<file path="src/rtl/fd.sv">
// Integer clock divider: clk_out runs at f(clk)/DIVISOR with 50 % duty.
// Odd divisors add a falling-edge helper flop to stretch the high phase by half a cycle.
`timescale 1ns/1ps
module fd #(
  parameter int DIVISOR = 2,
  parameter int WIDTH   = 8
) (
  input  logic clk,
  input  logic rst,
  output logic clk_out
);

  localparam logic [WIDTH-1:0] LAST   = WIDTH'(DIVISOR - 1);
  localparam logic [WIDTH-1:0] THRESH = (DIVISOR % 2 == 0) ? WIDTH'(DIVISOR / 2)
                                                           : WIDTH'((DIVISOR - 1) / 2);

  if (DIVISOR < 2 || DIVISOR > (2 ** WIDTH) - 1) begin : g_bad_divisor
    $error("fd: DIVISOR must lie in 2..2**WIDTH-1");
  end

  logic [WIDTH-1:0] cnt;
  logic             p;

  always_ff @(posedge clk or negedge rst) begin
    if (!rst) begin
      cnt <= '0;
      p   <= 1'b0;
    end else begin
      cnt <= (cnt == LAST) ? '0 : cnt + 1'b1;
      p   <= (cnt < THRESH);
    end
  end

  if (DIVISOR % 2 == 0) begin : g_even
    assign clk_out = p;
  end else begin : g_odd
    // n lags p by half a cycle, so the OR covers p's fall without a low pulse.
    logic n;

    always_ff @(negedge clk or negedge rst) begin
      if (!rst) begin
        n <= 1'b0;
      end else begin
        n <= p;
      end
    end

    assign clk_out = p | n;
  end

endmodule

</file>
<file path="config.mk">
export PLATFORM = sky130hd
export DESIGN_NAME = fd
export DESIGN_NICKNAME = d
export VERILOG_FILES = /design/src/rtl/fd.sv
export SDC_FILE = /design/constraint.sdc
export NUM_CORES = 1
export LEC_CHECK = 0
export CAP_MARGIN = 10
export CELL_PAD_IN_SITES_DETAIL_PLACEMENT = 1
export CELL_PAD_IN_SITES_GLOBAL_PLACEMENT = 1
export CORE_MARGIN = 2
export CORE_UTILIZATION = 29
export DETAILED_ROUTE_END_ITERATION = 12
export GPL_TIMING_DRIVEN = 0
export PLACE_DENSITY_LB_ADDON = 0.1
export SYNTH_ARGS = -nofsm -noshare
export SYNTH_HDL_FRONTEND = slang
export SYNTH_SLANG_ARGS = --single-unit
</file>
<file path="constraint.sdc">
create_clock -name clk -period 2.12 [get_ports clk]
set_input_delay 0.424 -clock clk [delete_from_list [all_inputs] [get_ports clk]]
set_output_delay 0.424 -clock clk [all_outputs]
set_load 0.02 [all_outputs]
</file>
== After elaboration in Yosys (flattened, before gate mapping) ==
Cells that the tools add are included.

* Bits in registers: 9
* Input port bits: 2
* Logic and storage cells: 6

* Mux-type cells: 1
* Order comparisons: 1
* Equality and inequality tests: 1
* Add/subtract/negate cells: 1

{| class="wikitable"
|+ Operator list
! cell !! number
|-
| $add A8 B1 Y8 const B || 1
|-
| $eq A8 B1 Y1 const B || 1
|-
| $lt A8 B1 Y1 const B || 1
|-
| $mux W8 || 1
|}

== Depth between registers and ports, before layout ==
Gate-level depths: netlist of the first run.

* Depth in word-level cells: 2
* Depth in mapped cells: 4
* Depth with buffers taken out: 4

== Worst setup path after synthesis of the first run ==
No wires, ideal clock.

* Path kind: reg2reg
* From: register cnt[2]
* To: register cnt[2]
* Arrival time: 0.910 ns
* Setup time: 0.119 ns
* Data required time: 2.001 ns
* Stages on the path, launching flop included: 4
* Setup slack: 1.091 ns
* Path through: dfrtp_1 > nor4_2 > and3_1 > nor2_1

* Cells in the longest elaborated chain, start to end: 2
* Elaborated cells on any way between the ends: 3
* Classes of those cells: add/sub (1); eq/ne (1); mux (1)

{| class="wikitable"
|+ RTL lines
! what !! RTL line !! source
|-
| from (decl) || 21 || <nowiki>logic [WIDTH-1:0] cnt;</nowiki>
|-
| from (signal assigned) || 29 || <nowiki>cnt <= (cnt == LAST) ? '0 : cnt + 1'b1;</nowiki>
|-
| $add A8 B1 Y8 / $eq A8 B1 Y1 (equally long branches) || 29 ||
|-
| $mux W8 * || 29 ||
|}

Mark *: on every way between the ends. The rest lies on a longest branch, timed or not.

== Worst setup path in the final report of the first run ==
* From: register p, in the netlist clk_out
* To: output clk_out

{| class="wikitable"
|+ RTL lines
! what !! RTL line !! source
|-
| from (decl) || 22 || <nowiki>logic p;</nowiki>
|-
| from (signal assigned) || 30 || <nowiki>p <= (cnt < THRESH);</nowiki>
|-
| to (decl) || 10 || <nowiki>output logic clk_out</nowiki>
|}

No word-level cell between the ends.

==> results.md, run 1 <==
* Crit path from: clk_out$_DFF_PN0_
* Pre-antenna DRT Iters at 2
* Max cap viols at 0
* Die height at about 41 um
* Crit path max-delay cell type: clkdlybuf4s50_1
* Status: complete, no violations
* Placed cell areas at 442 sq um
* Clk pin slew, worst setup/hold paths at roughly 0.060 ns
* Clock root cell: clkbuf_4
* Setup TNS at 0 ns
* Multi-input combinational cell area at between 150 and 200 sq um
* Relative slew slack at roughly three quarters
* Port Buffers at 2
* Fmax at between 600 and 700 MHz
* Worst R2R End: cnt[1]$_DFF_PN0_
* Number of I/O pins at 3
* CP Class: flop to primary output
* CTS tree: done
* RSZ-0062 raised after global routing: false
* Htree depth at 1
* Post-Synthesis Cells at 34
* Avg WL per Cell at 12.4 um
* Commonest non-fill, non-tap cells in the layout: dfrtp_1 (9), xnor2_1 (6), nand3_1 (5)
* FF-to-FF setup slack at 0.91 ns
* Row count at 13
* Storage cell area at around 230 sq um
* Post-Syn Area per Cell at between 10 and 15 sq um
* Antenna viol nets, final at 0
* Max-slew violation count at 0
* Antenna violations before repair at 0
* Hold_buf cts at 0
* Routed WL at a little under 700 um
* PostCTS Resize Cnt at 0
* Crit path max-delay family: buffers and inverters
* Die area at about 1700 sq um
* Slowest Stage Delay on Critical Path at about 0.59 ns
* Worst IR Drop VDD at about 0.38 mV
* Die width at ~41 um
* Vias in the first global route at 260
* Worst setup SP type: flop
* Post CTS Setup Buffer Count at 0
* Worst EP arrival at ~1.2 ns
* Minimum clock period at around 1.6 ns
* Total clock sinks at 9
* Cell Area, Synth at between 400 and 500 sq um
* Sequential fraction of the synthesis area at a little under three fifths
* Largest net degree at the start of global routing at 10
* Routability cong. at 0.693
* Area Growth Syn to Fin at 16.1%
* Detailed placer's ending HPWL at around 530 um
* First-pass GRT wire length at between 1000 and 1500 um
* Fill cell count at around 160
* HP Class: input pin to async pin
* CP Buf/Inv Count at 1
* N_diodes at 0
* Clock Tree Buf Depth at 2
* Number of DRC markers in iteration 0 at 5
* TritonCTS Buffers at 3
* Total power at a little over 0.0003 W
* Crit end category: primary output
* Layout Cell Area excl Fill at 468 sq um
* All-layer global routing usage at approximately a tenth
* Nets at 46
* Via density at between 4 and 5
* Leakage Power at about 0.21 nW
* Final Cycle Share at between 70% and 80%
* Syn Nets at 39
* Pre-CTS WS at approximately 0.80 ns
* Unique masters post-synth at 9
* Synth Warn # at 0
* CORE AREA at between 1000 and 1500 sq um
* CP Max Fanout at 1
* CP Data Required Time at 1.70 ns
* Cell Chain, Critical Path: clkdlybuf4s50_1
* Total grt overflow at 0
* Final hold violation count at 0
* Vias at about 250
* Measured slew at the worst slew-check pin at roughly 0.40 ns
* Setup violators final at 0
* Power Density at 648 nW/um^2
* Later-pin clock latency in the skew report at 0.25 ns
* Drt drc at 0
* Skew final at 0.00844 ns
* Initial cell density of the core at approximately 31%
* FF-to-FF Start: cnt[6]$_DFF_PN0_
* Most common cell after layout, fill and taps aside: dfrtp_1
* FF+latch count, synth at 9
* Share of layout cells above drive strength 1 at around a tenth
* PnR worst setup slack at roughly 0.54 ns
* Cells on worst reg2reg path at 3
-- where the power goes --
group | internal (W) | switching [W] | leakage (nW)
combinational | 0.00000163 | 0.00000314 | 0.0791
sequential | 0.000172 | 0 | 0.116
clock | 0.0000722 | 0.0000543 | 0.0150
-- stage by stage --
stage | hold WS, ns | cells | util, %
finish | 0.460 | 55 | 36.0
global route | 0.485 | 55 | 36.0
CTS | 0.473 | 55 | 36.0
detailed placement | 0.467 | 51 | 33.9
global placement | 0.466 | 51 | 33.9
floorplan | 0.128 | 34 | -
-- logic make-up (layout without fill, tap and decap cells) --
kind of cell | count (synthesis) | in the layout | share of synthesized area [%]
XOR/XNOR | 6 | 6 | 13.0
adder cells (fa/ha/maj) | 3 | 3 | 9.32
buffers and inverters | 2 | 8 | 1.86
flip-flops | 9 | 9 | 55.9
AND/OR/NAND/NOR | 14 | 14 | 19.9
-- state kept, by name, summed over array words and instances, names as in the netlist --
signal,count
clk_out,1
cnt,8
-- synth_stat cells, drive strengths merged --
master | number | area share (%)
dfrtp | 9 | 56
xnor2 | 6 | 13
nand3 | 5 | 6.2
and3 | 4 | 6.2
ha | 3 | 9.3
nor2 | 3 | 2.8
inv | 2 | 1.9
nor2b | 1 | 1.6
nor4 | 1 | 3.1
-- cell type report --
type / instances / share of cell area [%]
Clock buffer: 4 / 5.61
Multi-Input combinational cell: 23 / 36.4
Tap cell: 15 / 4.01
Inverter: 2 / 1.60
Timing Repair Buffer: 2 / 4.28
Sequential cell: 9 / 48.1
-- worst max-delay path by stage --
| stage | endpoint | slack [ns] | cells after the start |
|---|---|---|---|
| global route | clk_out | 0.46 | 1 |
| CTS | clk_out | 0.52 | 1 |
| floorplan | cnt[2]$_DFF_PN0_ | 1.09 | 3 |
| finish | clk_out | 0.54 | 1 |
| global placement | clk_out | 0.80 | 1 |
| detailed placement | clk_out | 0.80 | 1 |
-- layer usage --
layer | vias to the layer above | GRT usage [%] | routed length [um]
met2 | 3 | 17.6 | 342
met5 | - | 0 | 0
li1 | 124 | - | -
met1 | 122 | 11.0 | 317
met4 | 0 | 4.84 | 0
met3 | 0 | 3.26 | 23
(Power assumes the default switching activity.)
==> run 2: changes to the inputs <==
Clock period 2.12 ns to 1.5 ns, I/O delays scaled along.
==> run 2 against run 1 <==
  * Combinational power increased by 41%
  * Utilization increased by 0.19 points
  * Count of clock-buffer cells in the layout unchanged
  * Via count unchanged
  * Sequential share of layout area decreased by 0.26 points
  * Hold slack got worse by 0.12 ns
  * Sequential power increased by 41%
  * Clock skew unchanged
  * Critical path type is now flop to flop
  * Critical endpoint is now cnt[1]$_DFF_PN0_
  * Largest cell class unchanged
==> results.md, run 2 (same netlist as run 1, synthesis figures left out) <==
* CP Max Fanout at 3 (was 1)
* CP Class: flop to flop (was flop to primary output)
* Internal power at 0.000347 W (was 0.000246 W)
* Crit path depth at 3 (was 1)
* Power Density at 910 nW/um^2 (was 648 nW/um^2)
* CTS tree: done (unchanged)
* Switching share of total power at 19.0% (about the same)
* Die area at 1700 sq um (unchanged)
* FF-to-FF setup slack at 0.29 ns (was 0.91 ns)
* Met2 global-route usage at 17.6% (unchanged)
* Relative slew slack at 73.3% (about the same)
* Fmax at 827 MHz
* Crit end category: flop (was primary output)
* Clock Tree Buf Depth at 2 (unchanged)
* Worst IR Drop VDD at 0.542 mV (was 0.384 mV)
* Routed WL at 685 um (was 683 um)
* Area Growth Syn to Fin at 16.8% (was 16.1%)
* Final non-filler cell total at 55 (unchanged)
* TritonCTS Buffers at 3 (unchanged)
* Gr busiest metal: met2 (unchanged)
* Setup violators final at 0 (unchanged)
* HP Class: input pin to async pin (unchanged)
* All-layer global routing usage at 10.1% (unchanged)
* Largest net degree at the start of global routing at 10 (unchanged)
* Via density at 4.53 (unchanged)
* CP Data Required Time at 1.64 ns (was 1.70 ns)
* Antenna viol nets, final at 0 (unchanged)
* Met1 Track Usage GR at 11.0% (unchanged)
* Detailed placer's ending HPWL at 532 um (unchanged)
* Commonest non-fill, non-tap cells in the layout: dfrtp_1 (9), xnor2_1 (6), nand3_1 (5) (unchanged)
* Total grt overflow at 0 (unchanged)
* Worst EP arrival at 1.34 ns (was 1.16 ns)
* Max FFs per register at 8 (unchanged)
* NetSw at 0.0000812 W (was 0.0000575 W)
* Skew final at 0.00844 ns (unchanged)
* Number of DRC markers in iteration 0 at 5 (unchanged)
* Total clock sinks at 9 (unchanged)
* Cells on worst reg2reg path at 3 (unchanged)
* Drt drc at 0 (unchanged)
* Antenna violations before repair at 0 (unchanged)
* CP Buf/Inv Count at 0 (was 1)
* Fill cell count at 154 (was 155)
* Combinational group share of total power at 1.6% (about the same)
* Leakage Power at 0.210 nW (about the same)
* Core Util, Final at 36.2% (was 36.0%)
* Max-slew violation count at 0 (unchanged)
* Vias at 249 (unchanged)
* Die width at 41.3 um (unchanged)
* Vias in the first global route at 260 (unchanged)
* Placed cell count at 51 (unchanged)
* Minimum clock period at 1.21 ns
* Biggest register: cnt (unchanged)
* Crit path max-delay family: simple AND/OR/NAND/NOR gates (was buffers and inverters)
* Clock root cell: clkbuf_4 (unchanged)
* Final Cycle Share at about four fifths
* Status: complete, no violations (unchanged)
* Routability cong. at 0.693 (unchanged)
* Worst setup SP type: flop (unchanged)
* Crit path max-delay cell type: dfrtp_1 (was clkdlybuf4s50_1)
* Later-pin clock latency in the skew report at 0.25 ns (about the same)
* Die height at 41.3 um (unchanged)
* Cell Chain, Critical Path: nor4_2 > and3_1 > nor2b_1 (was clkdlybuf4s50_1)
* Measured slew at the worst slew-check pin at 0.399 ns (about the same)
* CORE AREA at 1300 sq um (unchanged)
* Seq pwr share at 56.7% (about the same)
* Row count at 13 (unchanged)
* N_diodes at 0 (unchanged)
* Most common cell after layout, fill and taps aside: dfrtp_1 (unchanged)
* Htree depth at 1 (unchanged)
* Port Buffers at 2 (unchanged)
* Max cap viols at 0 (unchanged)
* RSZ-0062 raised after global routing: false (unchanged)
* Pre-antenna DRT Iters at 2 (unchanged)
* Final hold violation count at 0 (unchanged)
* Share of layout cells above drive strength 1 at 10.0% (unchanged)
* First-pass GRT wire length at 1040 um (unchanged)
* Avg WL per Cell at 12.5 um (was 12.4 um)
* Nets at 46 (unchanged)
* Clk pin slew, worst setup/hold paths at 0.06 ns (about the same)
* Setup TNS at 0 ns (unchanged)
* Number of I/O pins at 3 (unchanged)
* Initial cell density of the core at 31.0% (unchanged)
* Clk network pwr share at 41.7% (about the same)
* Grt met3 use at 3.26% (unchanged)
* Slowest Stage Delay on Critical Path at 0.42 ns (was 0.59 ns)
==> run 2: area by class of cell <==
class                   count  area [sq um]  area share (%)
inverters                   2          7.51            1.60
flip-flops and latches      9           225            47.9
well taps                  15          18.8            3.99
multi-input cells          23           170            36.2
repair buffers              2          22.5            4.79
clock buffers               4          26.3            5.59
==> run 2: stage by stage <==
| stage | total power (W) | hold WS, ns | setup WS (ns) | area [sq um] |
|---|---|---|---|---|
| floorplan | 0.000247 | 0.00441 | 0.471 | 403 |
| global placement | 0.000254 | 0.466 | 0.309 | 442 |
| detailed placement | 0.000254 | 0.467 | 0.277 | 442 |
| CTS | 0.000437 | 0.349 | 0.0261 | 468 |
| global route | 0.000449 | 0.361 | 0.228 | 470 |
| finish | 0.000428 | 0.336 | 0.291 | 470 |
==> run 2: repair_timing <==
item | 4_1_cts | 5_1_grt
buffers inserted | 0 | 0
resized for setup | 0 | 1
hold buffers | 0 | 0
setup endpoints to repair | 0 | 1
==> run 2: final timing paths <==
kind / start / to
setup reg to reg: cnt[6]$_DFF_PN0_ / cnt[1]$_DFF_PN0_
setup / recovery: cnt[6]$_DFF_PN0_ / cnt[1]$_DFF_PN0_
hold / removal: rst / cnt[6]$_DFF_PN0_
min in group clk: cnt[7]$_DFF_PN0_ / cnt[7]$_DFF_PN0_
hold reg to reg: cnt[7]$_DFF_PN0_ / cnt[7]$_DFF_PN0_
max in group asynchronous: rst / cnt[1]$_DFF_PN0_
==> run 2: routing by layer <==
metal,wire length [um],vias up,share of wire [%]
met1,316,122,46
met3,25,0,3.6
met4,0,0,0
li1,-,124,-
met5,0,-,0
met2,342,3,50
==> run 2: worst register-to-register path: stages, from the launching register on <==
cell and delay, ns:
dfrtp_1 0.42, nor4_2 0.35, and3_1 0.26, nor2b_1 0.06
==> run 2: power groups by stage <==
stage               Sequential, W  Combinational [W]  Clock (W)
CTS                      0.000243         0.00000726   0.000187
global route             0.000242         0.00000768   0.000199
floorplan                0.000247    0.0000000000708          0
global placement         0.000247         0.00000707          0
detailed placement       0.000247         0.00000726          0
finish                   0.000243         0.00000673   0.000179
